[config.mk]
export PLATFORM = sky130hd
export DESIGN_NAME = reg_bank_master
export DESIGN_NICKNAME = d
export VERILOG_FILES = /design/src/rtl/reg_bank_pkg.sv /design/src/rtl/reg_bank_master_rdata_or_reduce.sv /design/src/rtl/reg_bank_master.sv
export SDC_FILE = /design/constraint.sdc
export NUM_CORES = 1
export LEC_CHECK = 0
export CAP_MARGIN = 20
export CORE_ASPECT_RATIO = 1.5
export CORE_MARGIN = 2
export CORE_UTILIZATION = 39
export DETAILED_ROUTE_END_ITERATION = 7
export PLACE_DENSITY = 0.88
export SYNTH_ARGS = -nofsm -noshare
export SYNTH_HDL_FRONTEND = slang
export SYNTH_SLANG_ARGS = --single-unit
[constraint.sdc]
create_clock -name clk -period 2.2 [get_ports clk]
set_clock_uncertainty 0.05 [all_clocks]
set_input_delay 0.44 -clock clk [delete_from_list [all_inputs] [get_ports clk]]
set_output_delay 0.44 -clock clk [all_outputs]
set_load 0.01 [all_outputs]
[src/rtl/reg_bank_pkg.sv]
// Shared definitions for the register-bank initiator: FSM state encoding,
// command direction constants and the address-width helper.
package reg_bank_pkg;

    // Controller states; VERIFY is only reachable when readback checking is built in.
    typedef enum logic [1:0] {
        IDLE   = 2'd0,
        ACCESS = 2'd1,
        VERIFY = 2'd2,
        RESP   = 2'd3
    } state_t;

    // cmd_wr encoding
    localparam logic CMD_RD = 1'b0;
    localparam logic CMD_WR = 1'b1;

    // Address width for a bank of nregs registers; never narrower than one bit.
    function automatic int addr_width(input int nregs);
        return (nregs > 1) ? $clog2(nregs) : 1;
    endfunction

endpackage

[src/rtl/reg_bank_master_rdata_or_reduce.sv]
// Combines the read buses of every bank register into one word.
// Unselected registers drive zero, so a plain bitwise OR yields the
// selected register's data (or zero when nothing is selected).
module rdata_or_reduce #(
    parameter int WIDTH = 32,
    parameter int NREGS = 4
) (
    input  logic [NREGS*WIDTH-1:0] bus,
    output logic [WIDTH-1:0]       rdata
);

    // OR together all NREGS slices of the concatenated bus
    always_comb begin
        rdata = '0;
        for (int i = 0; i < NREGS; i++) begin
            rdata = rdata | bus[i*WIDTH +: WIDTH];
        end
    end

endmodule

[src/rtl/reg_bank_master.sv]
// Initiator for a bank of wr/sel strobe registers.
// Accepts one read/write command at a time over a valid/ready port, strobes
// the addressed register for a single ACCESS cycle and returns one response.
// Optional feature: define REG_BANK_READBACK_EN to re-read every valid write
// in an extra VERIFY cycle and flag a mismatch through rsp_err.
module reg_bank_master
    import reg_bank_pkg::*;
#(
    parameter int WIDTH  = 32,
    parameter int NREGS  = 4,
    parameter int ADDR_W = addr_width(NREGS)
) (
    input  logic                    clk,
    input  logic                    reset,
    input  logic                    cmd_valid,
    output logic                    cmd_ready,
    input  logic                    cmd_wr,
    input  logic [ADDR_W-1:0]       cmd_addr,
    input  logic [WIDTH-1:0]        cmd_wdata,
    output logic                    rsp_valid,
    input  logic                    rsp_ready,
    output logic [WIDTH-1:0]        rsp_rdata,
    output logic                    rsp_err,
    output logic                    reg_wr,
    output logic [NREGS-1:0]        reg_sel,
    output logic [WIDTH-1:0]        reg_wdata,
    input  logic [NREGS*WIDTH-1:0]  reg_rdata_bus
);

    state_t              state_reg;
    state_t              state_next;

    // Latched command and response holding registers
    logic                wr_reg;
    logic [ADDR_W-1:0]   addr_reg;
    logic [WIDTH-1:0]    wdata_reg;
    logic [WIDTH-1:0]    rdata_reg;
    logic                err_reg;

    logic                addr_valid;
    logic [NREGS-1:0]    sel_onehot;
    logic [WIDTH-1:0]    bank_rdata;

    // Addresses at or beyond NREGS never reach the bank
    assign addr_valid = ({1'b0, addr_reg} < (ADDR_W+1)'(NREGS));

    // One-hot decode of the latched address, gated by range check
    generate
        for (genvar gi = 0; gi < NREGS; gi++) begin : g_sel
            assign sel_onehot[gi] = addr_valid && (addr_reg == ADDR_W'(gi));
        end
    endgenerate

    rdata_or_reduce #(
        .WIDTH (WIDTH),
        .NREGS (NREGS)
    ) u_or_reduce (
        .bus   (reg_rdata_bus),
        .rdata (bank_rdata)
    );

    assign rsp_rdata = rdata_reg;
    assign rsp_err   = err_reg;

    // State register
    always_ff @(posedge clk) begin
        if (reset) begin
            state_reg <= IDLE;
        end else begin
            state_reg <= state_next;
        end
    end

    // Next-state logic and bank/handshake outputs; bank lines idle at zero
    always_comb begin
        state_next = state_reg;
        cmd_ready  = 1'b0;
        rsp_valid  = 1'b0;
        reg_sel    = '0;
        reg_wr     = 1'b0;
        reg_wdata  = '0;
        case (state_reg)
            IDLE: begin
                cmd_ready = 1'b1;
                if (cmd_valid) begin
                    state_next = ACCESS;
                end
            end
            ACCESS: begin
                if (addr_valid) begin
                    reg_sel   = sel_onehot;
                    reg_wr    = (wr_reg == CMD_WR);
                    reg_wdata = wdata_reg;
                end
`ifdef REG_BANK_READBACK_EN
                if (addr_valid && (wr_reg == CMD_WR)) begin
                    state_next = VERIFY;
                end else begin
                    state_next = RESP;
                end
`else
                state_next = RESP;
`endif
            end
`ifdef REG_BANK_READBACK_EN
            VERIFY: begin
                // Same select with the strobe low: the register presents its new value
                reg_sel    = sel_onehot;
                reg_wdata  = wdata_reg;
                state_next = RESP;
            end
`endif
            RESP: begin
                rsp_valid = 1'b1;
                if (rsp_ready) begin
                    state_next = IDLE;
                end
            end
            default: begin
                state_next = IDLE;
            end
        endcase
    end

    // Command latch and response data/error capture
    always_ff @(posedge clk) begin
        if (reset) begin
            wr_reg    <= CMD_RD;
            addr_reg  <= '0;
            wdata_reg <= '0;
            rdata_reg <= '0;
            err_reg   <= 1'b0;
        end else begin
            case (state_reg)
                IDLE: begin
                    if (cmd_valid) begin
                        wr_reg    <= cmd_wr;
                        addr_reg  <= cmd_addr;
                        wdata_reg <= cmd_wdata;
                        rdata_reg <= '0;
                        err_reg   <= 1'b0;
                    end
                end
                ACCESS: begin
                    err_reg <= !addr_valid;
                    if (addr_valid && (wr_reg == CMD_RD)) begin
                        rdata_reg <= bank_rdata;
                    end else begin
                        rdata_reg <= '0;
                    end
                end
`ifdef REG_BANK_READBACK_EN
                VERIFY: begin
                    if (bank_rdata != wdata_reg) begin
                        err_reg   <= 1'b1;
                        rdata_reg <= bank_rdata;
                    end
                end
`endif
                default: begin
                end
            endcase
        end
    end

endmodule

==> results.py, run 1 <==
metrics = {
    "timing": {
        "hold_violations": 0,
        "setup_viol": 0,
        "fin_setup_tns_ps": 0,
        "rsz0062_at_grt": "false",
        "finalCritPeriodShare_pct": 91.9,
        "setup_slack_ps": 179,
        "timing.fmax_mhz": 495,
        "slew_violations": 0,
        "min_period_ps": 2020,
        "tightest_slew_ps": 1000,
        "relSlewSlack_pct": 33.1,
    },
    "logic_synthesis": {
        "ys_seq_area_share_pct": 39.6,
        "synth-edff-count": 0,
        "synthTopCellsByArea": "dfxtp_1, o32ai_2, nand2b_1",
        "synth_warnings": 0,
        "synthCells": 345,
        "synth-async-reset-ratio_pct": 0,
        "ys_types": 22,
        "synth_most_common_cell": "nand2b_1",
        "syn-cell-area_um2": 3490,
        "syn_avg_cell_area_um2": 10.1,
        "ys.flop_type": "dfxtp_1",
        "synth.top_cell.area_share_pct": 39.6,
        "synth_common_cells": "nand2b_1, dfxtp_1, mux2i_1, and2_1",
        "yosysTopAreaCell": "dfxtp_1",
        "synth-seq-cells": 69,
        "synth_nets": 512,
    },
    "min_path": {
        "hold_class": "reg2reg",
    },
    "grt": {
        "antenna_found_initial": 0,
        "grt_pass1_wl_um": 16900,
        "groute.usage.overall_pct": 22.6,
        "grt_pass1_vias": 3615,
        "grt_overflow": 0,
        "grt_max_degree": 105,
    },
    "pwr": {
        "p_int_mw": 3.12,
        "switchingPower_mw": 0.893,
        "p_seq_share_pct": 35.3,
        "vdd_drop_max_mv": 0.422,
        "clockPowerShare_pct": 42.3,
        "p_per_area_nw_per_um2": 635,
        "switching_share_pct": 22.3,
        "leakage_nw": 2.53,
        "p_comb_share_pct": 22.4,
        "total_power_mw": 4.01,
    },
    "detailed_routing": {
        "vias_per_cell": 4.96,
        "vias": 3425,
        "drt_iter0_markers": 104,
        "routed_wl_um": 10700,
        "final_antenna_net_count": 0,
        "drt-pass1-iter-count": 4,
        "drc": 0,
        "detail_route.wl_per_cell_um": 15.6,
    },
    "cts": {
        "cts_buffer_depth": 2,
        "cts.clk_slew.worst_paths_ps": 50,
        "root_buffer": "clkbuf_16",
        "numCtsBuffers": 9,
        "cts_tree": "yes",
        "cts.sinks": 69,
        "cts.htree.levels": 3,
        "cts_hold_buf": 0,
        "insertion_delay_ps": 320,
    },
    "layout": {
        "n_antenna_cell": 0,
        "drive_above_1_share_pct": 10.5,
        "final_util_pct": 71.9,
        "fill_cells": 638,
        "syn2layout_area_growth_pct": 80.8,
        "nNetsFinal": 742,
    },
    "floorplan": {
        "initial_core_util_pct": 39.8,
        "fp.coreArea_um2": 8780,
        "die_width_um": 81.2,
        "pin_count": 239,
        "die_y_um": 120,
        "rows": 42,
        "die_area_um2": 9740,
    },
    "setup_path": {
        "path_cells": "nor2b_4 -> buf_4 -> buf_12 -> and2_1 -> dlygate4sd2_1",
        "crit_arrival_ps": 1530,
        "cp_slowest_cell": "dfxtp_2",
        "crit_path_max_incr_delay_ps": 420,
        "critPathKind": "reg2out",
        "crit_required_ps": 1710,
        "crit_path_end_kind": "output port",
        "worst_setup_path_start_kind": "register",
        "worstPathMaxFanout": 18,
    },
    "placed_design": {
        "pre_cts_slack_ps": 260,
        "port_buffers": 237,
        "gp_congestion": 0.808,
        "dp.final_hpwl_um": 8260,
    },
    "outcome": {
        "status": "complete, no violations",
    },
    "run": {
        "max_cap_viol_count": 0,
    },
}
through the flow:
stage / area (um2) / instances / hold WS [ps]
6_report: 6310 / 690 / 418
5_1_grt: 6310 / 690 / 435
4_1_cts: 6310 / 690 / 422
3_5_place_dp: 5950 / 672 / 409
3_3_place_gp: 5950 / 672 / 404
2_1_floorplan: 3490 / 345 / 394
critical path, delay by kind of cell, from the launching register on:
family	cells	cell delay, ps
buf+inv	3	570
flops	1	420
simple gates	2	220
placed cells by master, fill, tap and decap left out, drive strengths merged:
cell type and instances:
clkbuf 13, clkdlybuf4s50 199, a211oi 1, bufinv 3
nand2b 70, nor3b 1, o21ba 2, nor2b 2
bufbuf 1, o32ai 32, dlygate4sd2 36, and3 1
nor4 33, dfxtp 69, nor2 1, inv 33
and2 34, dlymetal6s2s 1, and3b 2, or4b 1
conb 1, buf 9, mux2i 35
path summary, 6_finish.rpt:
path	start	end	slack (ps)	cells after the start
setup / recovery	state_reg[1]$_SDFFE_PP0P_	reg_wdata[4]	180	5
hold / removal	wdata_reg[21]$_SDFFE_PP0P_	wdata_reg[21]$_SDFFE_PP0P_	420	2
setup reg to reg	state_reg[0]$_SDFFE_PP0P_	rsp_rdata[12]$_SDFFE_PP0P_	450	4
hold reg to reg	wdata_reg[21]$_SDFFE_PP0P_	wdata_reg[21]$_SDFFE_PP0P_	420	2
logic make-up after synthesis:
kind of cell,share of synthesized area [%]
AND/OR/NAND/NOR,26.2
AO/OA/AOI/OAI,16.2
flip-flops,39.6
other,0.107
buffers and inverters,7.82
multiplexers,10.0
area by class of cell:
type | count | area [um2] | area share, %
Timing Repair Buffer | 246 | 2460 | 38.9
Multi-Input combinational cell | 216 | 1850 | 29.3
Sequential cell | 69 | 1380 | 21.9
Clock buffer | 13 | 270 | 4.28
Tap cell | 110 | 138 | 2.18
Inverter | 33 | 124 | 1.96
Clock inverter | 3 | 90.1 | 1.43
power groups by stage:
stage / sequential (mW) / clock [mW] / combinational, mW
floorplan: 1.45 / 0 / 0.341
global placement: 1.43 / 0 / 0.875
detailed placement: 1.44 / 0 / 0.895
CTS: 1.41 / 1.74 / 0.908
global route: 1.42 / 1.80 / 0.961
finish: 1.41 / 1.70 / 0.897
routing by layer:
| layer | global-route usage [%] | part of all wire, % |
|---|---|---|
| met3 | 6.99 | 8.6 |
| met2 | 42.6 | 55 |
| met4 | 9.32 | 2.7 |
| met5 | 0 | 0 |
| met1 | 21.8 | 34 |
what timing repair did:
action                                  CTS  global route
setup buffers                             1             0
gates cloned                              1             0
pin swaps                                 0             0
endpoints found under the hold margin     0             0
endpoints found under the setup margin   36             1
resized for setup                        38             1
Note: power is estimated with default switching activity, not from simulation.
==> run 2, diff against run 1 <==
--- a/config.mk
+++ b/config.mk
@@ -12,2 +12,4 @@
 export DETAILED_ROUTE_END_ITERATION = 7
+export GPL_TIMING_DRIVEN = 0
+export MAX_ROUTING_LAYER = met4
 export PLACE_DENSITY = 0.88
==> constraint.sdc (replaced) <==
create_clock -name clk -period 2.2 [get_ports clk]
set_clock_uncertainty 0.05 [all_clocks]
set_input_delay 0.33 -clock clk [delete_from_list [all_inputs] [get_ports clk]]
set_output_delay 0.33 -clock clk [all_outputs]
set_load 0.01 [all_outputs]
==> run 2 against run 1 <==
  * Total power is 4.4% lower
  * Critical path depth decreased by 1
  * Critical endpoint is now reg_wdata[12]
  * Worst setup slack lost 160 ps
  * Highest routed layer unchanged
  * Maximum frequency is 7.2% lower
  * Clock power fell by 11%
  * Wire length is 3.3% higher
==> results.py, run 2 (synthesis gave the netlist of run 1 again) <==
metrics = {
    "setup_path": {
        "worst-path-buf-inv": 2,
        "path_delay_family": "buffers and inverters",
        "r2r_cells": 4,
        "crit_path_end_kind": "output port",
        "r2r_setup_slack_ps": 690,
        "path_cells": "nor2b_4 -> buf_4 -> and2_1 -> clkdlybuf4s50_1",
        "worst_setup_path_start_kind": "register",
        "critPathKind": "reg2out",
        "crit_path_max_incr_delay_ps": 550,
        "crit_arrival_ps": 1800,
        "reg2reg_to": "rsp_rdata[30]$_SDFFE_PP0P_",
        "worstReg2RegStart": "state_reg[1]$_SDFFE_PP0P_",
        "worstPathMaxFanout": 10,
        "cp_slowest_cell": "clkdlybuf4s50_1",
        "crit_required_ps": 1820,
    },
    "floorplan": {
        "pin_count": 239,
        "initial_core_util_pct": 39.8,
        "rows": 42,
        "die_area_um2": 9740,
        "die_y_um": 120,
        "die_width_um": 81.2,
        "fp.coreArea_um2": 8780,
    },
    "placed_design": {
        "dp.final_hpwl_um": 9260,
        "placed_area_um2": 6000,
        "dpl.cell_count": 692,
        "gp_congestion": 0.778,
        "port_buffers": 237,
    },
    "min_path": {
        "hold_class": "reg2reg",
        "hold_end": "wdata_reg[0]$_SDFFE_PP0P_",
        "min_from": "wdata_reg[0]$_SDFFE_PP0P_",
        "min_delay_path_depth": 2,
    },
    "layout": {
        "final_cell_mix": "clkdlybuf4s50_1, nand2b_1, dfxtp_1",
        "drive_above_1_share_pct": 11.5,
        "final_cell_area_um2": 6360,
        "fin_cells": 709,
        "final_common_cell": "clkdlybuf4s50_1",
        "nNetsFinal": 762,
        "syn2layout_area_growth_pct": 82.2,
        "n_antenna_cell": 0,
    },
    "cts": {
        "cts.sinks": 69,
        "numCtsBuffers": 9,
        "cts.clk_slew.worst_paths_ps": 50,
        "cts_hold_buf": 0,
        "root_buffer": "clkbuf_16",
        "insertion_delay_ps": 320,
        "cts_tree": "yes",
        "cts.htree.levels": 3,
        "cts_buffer_depth": 2,
    },
    "grt": {
        "grt_overflow": 0,
        "grt_pass1_vias": 3695,
        "grt_max_degree": 12,
        "antenna_found_initial": 0,
        "grt_pass1_wl_um": 17600,
        "groute.usage.overall_pct": 24.5,
    },
    "pwr": {
        "p_seq_share_pct": 36.9,
        "p_comb_share_pct": 23.8,
        "clockPowerShare_pct": 39.4,
        "switchingPower_mw": 0.895,
        "p_per_area_nw_per_um2": 602,
        "vdd_drop_max_mv": 0.394,
        "switching_share_pct": 23.4,
        "leakage_nw": 2.38,
        "total_power_mw": 3.83,
        "p_int_mw": 2.94,
    },
    "timing": {
        "setup_viol": 0,
        "min_period_ps": 2180,
        "slew_violations": 0,
        "tightest_slew_ps": 607,
        "hold_slack_ps": 416,
        "fin_setup_tns_ps": 0,
        "rsz0062_at_grt": "true",
        "timing.fmax_mhz": 459,
        "finalCritPeriodShare_pct": 99.0,
        "hold_violations": 0,
        "relSlewSlack_pct": 59.2,
    },
    "detailed_routing": {
        "drc": 0,
        "routed_wl_um": 11100,
        "vias_per_cell": 4.89,
        "drt-pass1-iter-count": 5,
        "detail_route.wl_per_cell_um": 15.6,
        "vias": 3467,
        "final_antenna_net_count": 0,
        "drt_iter0_markers": 90,
    },
    "outcome": {
        "status": "complete, no violations",
    },
    "run": {
        "max_cap_viol_count": 0,
    },
}
run 2: cell type report:
type,count,area [um2]
fillers,648,2420
repair buffers,239,2390
multi-input cells,216,1840
flip-flops and latches,69,1390
clock buffers,11,243
plain buffers,27,164
well taps,110,138
inverters,33,124
clock inverters,4,72.6
run 2: metrics by stage:
stage | util, % | worst slack [ps]
after floorplan | - | 698
after global placement | 68.4 | -206
after detailed placement | 68.4 | -246
after CTS | 72.3 | -41.4
after global routing | 72.4 | -41.8
final | 72.4 | 22.7
run 2: power by group through the flow:
stage	registers (mW)	logic, mW	clock network (mW)
5_1_grt	1.42	0.979	1.60
2_1_floorplan	1.45	0.341	0
6_report	1.41	0.910	1.51
3_3_place_gp	1.43	0.881	0
3_5_place_dp	1.44	0.903	0
4_1_cts	1.41	0.919	1.54
run 2: worst max path at each step:
stage                         startpoint  depth (start not counted)             to
3_3_place_gp   state_reg[0]$_SDFFE_PP0P_                          4  reg_wdata[11]
3_5_place_dp   state_reg[0]$_SDFFE_PP0P_                          4   reg_wdata[8]
6_report       state_reg[0]$_SDFFE_PP0P_                          4  reg_wdata[12]
5_1_grt        state_reg[0]$_SDFFE_PP0P_                          4  reg_wdata[17]
2_1_floorplan  state_reg[0]$_SDFFE_PP0P_                          3  reg_wdata[10]
4_1_cts        state_reg[0]$_SDFFE_PP0P_                          4   reg_wdata[7]
run 2: tightest hold or removal path, cell delays in order (launching register included):
cell	delay, ps
dfxtp_1	310
nand2b_1	60
mux2i_1	50
run 2: per-layer routing:
metal  vias to the layer above  GRT usage [%]  share of wire, %
met4                         0           10.2               3.2
li1                       1701              -                 -
met1                      1575           23.5                34
met3                        30           6.84               7.4
met5                         -              -                 0
met2                       161           44.7                55
run 2: timing repair:
action	4_1_cts	5_1_grt
gates cloned	0	0
setup buffers	2	0
resized for setup	11	7
setup endpoints to repair	36	28
==> run 3, diff against run 2 <==
GPL_ROUTABILITY_DRIVEN = 0   (was not set)
==> results of run 3 <==
The final DEF is identical to that of run 2; final timing and power are the same.
